==> config.mk <==
export PLATFORM = sky130hd
export DESIGN_NAME = fp_add_seq
export DESIGN_NICKNAME = d
export VERILOG_FILES = /design/src/rtl/floatpkg.sv /design/src/rtl/fp_round_rne.sv /design/src/rtl/fp_add_seq.sv
export SDC_FILE = /design/constraint.sdc
export NUM_CORES = 1
export LEC_CHECK = 0
export BUFFER_PORTS_ARGS = -buffer_cell sky130_fd_sc_hd__buf_2
export CAP_MARGIN = 20
export CORE_MARGIN = 2
export CORE_UTILIZATION = 35
export DETAILED_ROUTE_END_ITERATION = 6
export SETUP_SLACK_MARGIN = 0.15
export SYNTH_ARGS = -nofsm -noshare
export SYNTH_HDL_FRONTEND = slang
export SYNTH_SLANG_ARGS = --single-unit
==> constraint.sdc <==
create_clock -name clk -period 12.1 [get_ports clk]
set_input_delay 3.63 -clock clk [delete_from_list [all_inputs] [get_ports clk]]
set_output_delay 3.63 -clock clk [all_outputs]
set_load 0.1 [all_outputs]
==> src/rtl/floatpkg.sv <==
// Shared single-precision float format plus the constants, state encoding and
// small helpers used by the multi-cycle adder.
package floatpkg;

  typedef struct packed {
    logic        signal;
    logic [7:0]  exponent;
    logic [22:0] fraction;
  } float_t;

  localparam int EXP_MAX = 255;
  // Working significand: {hidden 1, fraction[22:0], G, R, S}
  localparam int SIG_W   = 27;

  typedef enum logic [2:0] {
    IDLE,
    ALIGN,
    ADD,
    NORM,
    ROUND,
    DONE
  } fadd_state_t;

  // A zero exponent means the value is zero; drop any fraction bits so that
  // magnitude comparisons treat it as a true zero.
  function automatic float_t flush_zero(input float_t f);
    float_t r;
    r = f;
    if (f.exponent == 8'd0) begin
      r.fraction = '0;
    end
    return r;
  endfunction

  // Expand an operand into the working significand with empty guard bits.
  function automatic logic [SIG_W-1:0] to_sig(input float_t f);
    if (f.exponent == 8'd0) begin
      return '0;
    end
    return {1'b1, f.fraction, 3'b000};
  endfunction

endpackage

==> src/rtl/fp_round_rne.sv <==
// Round-to-nearest-even of a normalized working significand, including the
// renormalization carry and saturation to infinity.
module fp_round_rne
  import floatpkg::*;
(
  input  logic [SIG_W-1:0] sig,
  input  logic [9:0]       exp_in,
  output logic [22:0]      frac_out,
  output logic [7:0]       exp_out,
  output logic             overflow
);

  logic        guard_bit;
  logic        rest_bits;
  logic        round_up;
  logic [24:0] mant;
  logic [9:0]  exp_adj;

  // Decide the increment from G and R|S, then fold a mantissa carry into the exponent.
  always_comb begin
    guard_bit = sig[2];
    rest_bits = sig[1] | sig[0];
    round_up  = guard_bit & (rest_bits | sig[3]);
    mant      = {1'b0, sig[26:3]} + {24'd0, round_up};
    exp_adj   = exp_in + {9'd0, mant[24]};
    frac_out  = mant[24] ? mant[23:1] : mant[22:0];
    exp_out   = exp_adj[7:0];
    overflow  = 1'b0;
    if (exp_adj >= 10'(EXP_MAX)) begin
      frac_out = '0;
      exp_out  = 8'hFF;
      overflow = 1'b1;
    end
  end

endmodule

==> src/rtl/fp_add_seq.sv <==
// Multi-cycle float adder: accepts one operand pair, aligns the smaller one a
// single bit per cycle, adds, normalizes, rounds, then holds the result until
// the consumer takes it.
module fp_add_seq
  import floatpkg::*;
#(
  parameter int ALIGN_MAX = 26
) (
  input  logic   clk,
  input  logic   rst_n,
  input  logic   in_valid,
  output logic   in_ready,
  input  float_t a,
  input  float_t b,
  output logic   out_valid,
  input  logic   out_ready,
  output float_t result,
  output logic   overflow,
  output logic   busy
);

  localparam logic [7:0] ALIGN_CAP = 8'(ALIGN_MAX);

  fadd_state_t      state;
  logic [SIG_W-1:0] big_sig;
  logic [SIG_W-1:0] small_sig;
  logic [SIG_W:0]   sum;
  logic [9:0]       work_exp;
  logic [7:0]       cnt;
  logic             res_sign;
  logic             eff_sub;
  logic             special;

  float_t           fa;
  float_t           fb;
  float_t           big_f;
  float_t           small_f;
  logic             a_big;
  logic [7:0]       exp_diff;
  logic             far;
  logic [SIG_W-1:0] small_init;
  logic [7:0]       cnt_init;

  logic [22:0]      rnd_frac;
  logic [7:0]       rnd_exp;
  logic             rnd_ovf;

  // Order the incoming operands by magnitude and prepare the alignment work.
  always_comb begin
    fa         = flush_zero(a);
    fb         = flush_zero(b);
    a_big      = {fa.exponent, fa.fraction} >= {fb.exponent, fb.fraction};
    big_f      = a_big ? fa : fb;
    small_f    = a_big ? fb : fa;
    exp_diff   = big_f.exponent - small_f.exponent;
    far        = exp_diff > ALIGN_CAP;
    small_init = to_sig(small_f);
    if (far) begin
      small_init = {{(SIG_W-1){1'b0}}, |small_init};
    end
    cnt_init   = far ? ALIGN_CAP : exp_diff;
  end

  fp_round_rne u_round (
    .sig      (sum[SIG_W-1:0]),
    .exp_in   (work_exp),
    .frac_out (rnd_frac),
    .exp_out  (rnd_exp),
    .overflow (rnd_ovf)
  );

  // Sequencer: accept, align, add, normalize, round, then hold the result.
  always_ff @(posedge clk or negedge rst_n) begin
    if (!rst_n) begin
      state     <= IDLE;
      in_ready  <= 1'b1;
      out_valid <= 1'b0;
      busy      <= 1'b0;
      result    <= '0;
      overflow  <= 1'b0;
      big_sig   <= '0;
      small_sig <= '0;
      sum       <= '0;
      work_exp  <= '0;
      cnt       <= '0;
      res_sign  <= 1'b0;
      eff_sub   <= 1'b0;
      special   <= 1'b0;
    end else begin
      case (state)
        IDLE: begin
          if (in_valid && in_ready) begin
            big_sig   <= to_sig(big_f);
            small_sig <= small_init;
            work_exp  <= {2'b00, big_f.exponent};
            cnt       <= cnt_init;
            res_sign  <= big_f.signal;
            eff_sub   <= big_f.signal ^ small_f.signal;
            special   <= (a.exponent == 8'hFF) || (b.exponent == 8'hFF);
            in_ready  <= 1'b0;
            busy      <= 1'b1;
            state     <= ALIGN;
          end
        end
        ALIGN: begin
          if (special) begin
            result    <= {res_sign, 8'hFF, 23'd0};
            overflow  <= 1'b1;
            out_valid <= 1'b1;
            state     <= DONE;
          end else if (cnt != 8'd0) begin
            small_sig <= {1'b0, small_sig[SIG_W-1:2], small_sig[1] | small_sig[0]};
            cnt       <= cnt - 8'd1;
          end else begin
            state <= ADD;
          end
        end
        ADD: begin
          if (eff_sub) begin
            sum <= {1'b0, big_sig} - {1'b0, small_sig};
          end else begin
            sum <= {1'b0, big_sig} + {1'b0, small_sig};
          end
          state <= NORM;
        end
        NORM: begin
          if (sum == '0) begin
            res_sign <= 1'b0;
            work_exp <= '0;
            state    <= ROUND;
          end else if (sum[SIG_W]) begin
            sum      <= {1'b0, sum[SIG_W:2], sum[1] | sum[0]};
            work_exp <= work_exp + 10'd1;
          end else if (!sum[SIG_W-1] && (work_exp > 10'd1)) begin
            sum      <= {sum[SIG_W-1:0], 1'b0};
            work_exp <= work_exp - 10'd1;
          end else if (!sum[SIG_W-1]) begin
            sum      <= '0;
            work_exp <= '0;
            state    <= ROUND;
          end else begin
            state <= ROUND;
          end
        end
        ROUND: begin
          result    <= {res_sign, rnd_exp, rnd_frac};
          overflow  <= rnd_ovf;
          out_valid <= 1'b1;
          state     <= DONE;
        end
        DONE: begin
          if (out_ready) begin
            out_valid <= 1'b0;
            in_ready  <= 1'b1;
            busy      <= 1'b0;
            state     <= IDLE;
          end
        end
        default: begin
          state <= IDLE;
        end
      endcase
    end
  end

endmodule

==> results.txt <==
- Counting every instance in the synthesized netlist gives between 1,000 and 1,500.
- For met3 alone, demand over resource in global routing was 0.0267.
* Slack of the worst reg-to-reg path: 7.60 ns
* Worst flop-to-flop path startpoint: sum[3]
- Buffers placed on the I/O ports in this run total about 100.
- Summing over every cut layer, the via total after detailed routing is 10,100.
* Number of H-tree levels: 4
- The worst pin sits at a relative slew slack of 0.253.
- The initialized floorplan defines 64 standard-cell rows.
* Number of buffers added to fix hold violations after cts: 0
- Once detailed placement completed, the half-perimeter wirelength came to approximately 23 mm.
- Later-pin clock latency in the skew report: 0.43 ns
- Number of distinct library cell variants in the gate-level netlist after synthesis: 72
- For the worst setup path, the data required time is 12.42 ns.
- The clock passes through at most 2 buffers.
* Switching part of the total power: 0.512
* Initial Utilization: 0.356
* Max-capacitance violation count: 0
- The count of final hold-check violations was 0.
- The clock drives between 100 and 150 sinks.
- The initial antenna violation count was 0.
* Maximum achievable frequency: approximately 0.11 GHz
- At the end of routability-driven placement, the weighted congestion stood at approximately 0.94.
* GR Util met2: 0.267
- Slew Viols, Final: 0
- Clock-pin slew was measured on the worst setup and hold paths at ~0.060 ns.
- Clock Power Share: 0.151
- First-iteration detailed-routing DRC count: roughly 900
- Outcome: completed
- Compound-gate portion of the synthesized area: 0.245
* Largest driver fanout on the critical path: 50
* Layout cells sized above 1: 0.115
- Of the post-synthesis cell area, the part taken by muxes is 0.0176.
- Global Route met1 Usage: 0.285
- The share of total power dissipated in sequential elements is 0.265.
- Average size of a mapped cell: 7.78 sq um
* Layer carrying the most global-route usage: met1
* Xor and xnor fraction of the mapped netlist area: 0.0692
- Buffers inserted during clock tree synthesis total 17.
* Start-to-end type of the worst setup path: in2reg
- The tree is rooted in a sky130_fd_sc_hd__clkbuf_16.
- The path class of the tightest hold or removal check is reg2reg.
* Count of yosys warnings during synthesis: 0
- Of the total synthesized cell area, the portion taken by full adders, half adders and majority gates is 0.0748.
- Total leakage power: roughly 5.4 nW
- Vias in the first global route: approximately 9,300
- Largest net degree at the start of global routing: 86
* Area of the core: approximately 0.031 sq mm
* Die height: around 180 um
* Pwr Total: roughly 3.6 mW
- Mapped Area: 0.0109 sq mm
* Residual DRC count: 0
- Unrepaired setup endpoints after global routing: false
- Synth Net Count: between 1,500 and 2,000
* Main synth FF type: sky130_fd_sc_hd__dfrtp_1
- For this design the ratio of total power to cell area is roughly 290 mW/mm^2.
- After detailed routing, the number of vias per cell comes to 5.49.
* Number of enable-type register cells in the synthesized netlist: 0
* Destination of the worst register-to-register timing path: result[17]
- Final TNS setup: 0 ns
- Logic pwr share: 0.585
* Number of cells on the worst reg-to-reg path: 19
- Synth Register Bits: 139
- For the pin with the worst max-slew slack, the measured transition is approximately 1.1 ns.
- Number of buffers added for setup after CTS: 0
* Most common cell after layout, fill and taps aside: sky130_fd_sc_hd__nand2_1
- Across every metal layer, demand over resource in global routing totals 0.185.
* Fin nets: 1,573
- Internal power consumption: between 1.5 and 2 mW
- For this block, the routed nets add up to between 30 and 40 mm of wire.
- From left edge to right edge, the die measures between 150 and 200 um.
- Once detail routing completed, the nets flagged for antenna violations numbered 0.
- Psw: 1.83 mW
* Critical Path AT: roughly 9.4 ns
* Die Footprint: approximately 0.033 sq mm
- Remaining Overflow, GRT: 0
* Share of flip-flops with an asynchronous set or reset: 1.00
- Most frequent cells in the layout: sky130_fd_sc_hd__nand2_1, sky130_fd_sc_hd__nor2_1, sky130_fd_sc_hd__dfrtp_1
* Crit path launch: b[27]
- STA classifies the critical path endpoint as a flop.
- Dividing the final minimum period by the clock period gives 0.748.
* First-pass GRT wire length: between 40 and 50 mm
* First-pass iteration count of the detailed router: 5
- Final critical path time including I/O delays and setup: a little over 9 ns
- CTS tree: yes
* Main combinational cell family by area after synthesis: compound AO/OA/AOI/OAI gates
* I/O pin count: roughly 100
- Basic-gate share of the synthesized area counting and, or, nand and nor cells: 0.229
* Element type at the critical path start: input pin
- Max rail drop VDD: between 100 and 150 uV
* Sequential-to-total area share from yosys stat: 0.320
- After detailed routing, the average wire length per cell comes to about 17 um.
- Total inserted antenna cells: 0
- CTS resizes: 0
- Across the routed clock network, the largest skew measured is approximately 0.011 ns.
* Area growth from synthesis to layout: 12.3%
- The critical path ends at small_sig[3].
- Setup violations remaining at the end of the flow were counted as 0.
==> flip-flops by register name, indices dropped and copies added, names as in the netlist, 3 cells and up <==
| signal | count |
|---|---|
| cnt | 8 |
| state | 3 |
| work_exp | 10 |
| small_sig | 27 |
| result | 32 |
| big_sig | 24 |
| sum | 28 |
==> power groups by stage <==
stage / clock network [mW] / logic [mW] / registers, mW
CTS: 0.548 / 2.08 / 0.939
finish: 0.537 / 2.09 / 0.944
detailed placement: 0 / 2.07 / 0.946
floorplan: 0 / 1.41 / 1.16
global placement: 0 / 2.05 / 0.940
global route: 0.568 / 2.32 / 0.983
==> cell usage after synthesis, drive strengths merged, types with 3 or more instances <==
master | n | share of area
a211oi | 4 | 0.0028
a21o | 15 | 0.010
a21oi | 122 | 0.056
a221o | 3 | 0.0028
a22o | 30 | 0.024
a22oi | 6 | 0.0041
a31o | 5 | 0.0040
a31oi | 13 | 0.0075
and2 | 31 | 0.018
and3 | 18 | 0.010
and4 | 5 | 0.0040
buf | 14 | 0.0071
clkbuf | 79 | 0.027
dfrtp | 138 | 0.32
ha | 65 | 0.075
inv | 29 | 0.010
mux2i | 18 | 0.017
nand2 | 193 | 0.067
nand2b | 10 | 0.0058
nand3 | 23 | 0.011
nand3b | 3 | 0.0021
nand4 | 24 | 0.015
nor2 | 163 | 0.056
nor2b | 11 | 0.0063
nor3 | 22 | 0.010
nor4 | 20 | 0.012
o211ai | 11 | 0.0076
o21a | 12 | 0.0084
o21ai | 130 | 0.060
o21bai | 3 | 0.0021
o221ai | 12 | 0.0097
o22a | 4 | 0.0032
o22ai | 29 | 0.017
o31a | 3 | 0.0024
o31ai | 5 | 0.0035
o32ai | 4 | 0.0039
or2 | 4 | 0.0023
or3 | 4 | 0.0023
or4 | 4 | 0.0028
xnor2 | 56 | 0.045
xor2 | 30 | 0.024
==> critical path, cell delays in order <==
cell and delay, ns:
sky130_fd_sc_hd__buf_2 0.12, sky130_fd_sc_hd__nor4_1 0.44, sky130_fd_sc_hd__nand2_1 0.60, sky130_fd_sc_hd__nand2_1 0.32
sky130_fd_sc_hd__ha_1 0.28, sky130_fd_sc_hd__a21o_1 0.18, sky130_fd_sc_hd__a221o_1 0.32, sky130_fd_sc_hd__a221oi_2 0.36
sky130_fd_sc_hd__nand2_1 0.27, sky130_fd_sc_hd__nor2_4 0.84, sky130_fd_sc_hd__nor2_1 0.12, sky130_fd_sc_hd__o31a_1 0.33
sky130_fd_sc_hd__o32ai_2 0.37, sky130_fd_sc_hd__xor2_1 0.24, sky130_fd_sc_hd__nand4_2 0.54, sky130_fd_sc_hd__o22ai_1 0.38
==> metal layers <==
metal | wire length, um | vias to the layer above
li1 | - | 5096
met4 | 433 | 0
met3 | 1870 | 20
met2 | 12800 | 333
met1 | 15500 | 4697
met5 | 0 | -
==> per-stage QoR <==
stage	hold slack [ns]	instance area, sq um	utilization	setup WS [ns]	cells
6_report	0.469	12200	0.399	3.05	1849
5_1_grt	0.492	12200	0.399	2.70	1849
4_1_cts	0.477	12200	0.399	3.11	1849
3_5_place_dp	0.464	11600	0.380	2.68	1817
3_3_place_gp	0.457	11600	0.380	2.86	1817
2_1_floorplan	0.439	10900	-	4.40	1399
==> area by class of cell <==
type,count,area (sq um)
clock inverter,13,168
sequential,139,3480
inverter,29,109
fill,3170,18400
tap,396,495
clock buffer,19,433
timing repair buffer,115,612
multi-input combinational,1138,6920
==> cell families (layout without fill, tap and decap cells) <==
family | count (synthesis) | after routing
AOI/OAI and AO/OA | 428 | 428
buffers and inverters | 122 | 176
DFF | 139 | 139
xor gates and xnor gates | 86 | 86
adders and majority gates | 65 | 65
muxes | 19 | 19
and+or+nand+nor | 540 | 540
==> worst min-delay path by stage <==
stage,slack (ns),end,from,depth (start not counted)
final,0.47,result[2],result[2],2
after global routing,0.49,result[10],result[10],2
after CTS,0.48,result[9],result[9],2
after detailed placement,0.46,result[9],result[9],2
after global placement,0.46,result[14],result[14],2
after floorplan,0.44,result[31],res_sign,2
(Power assumes the default switching activity.)
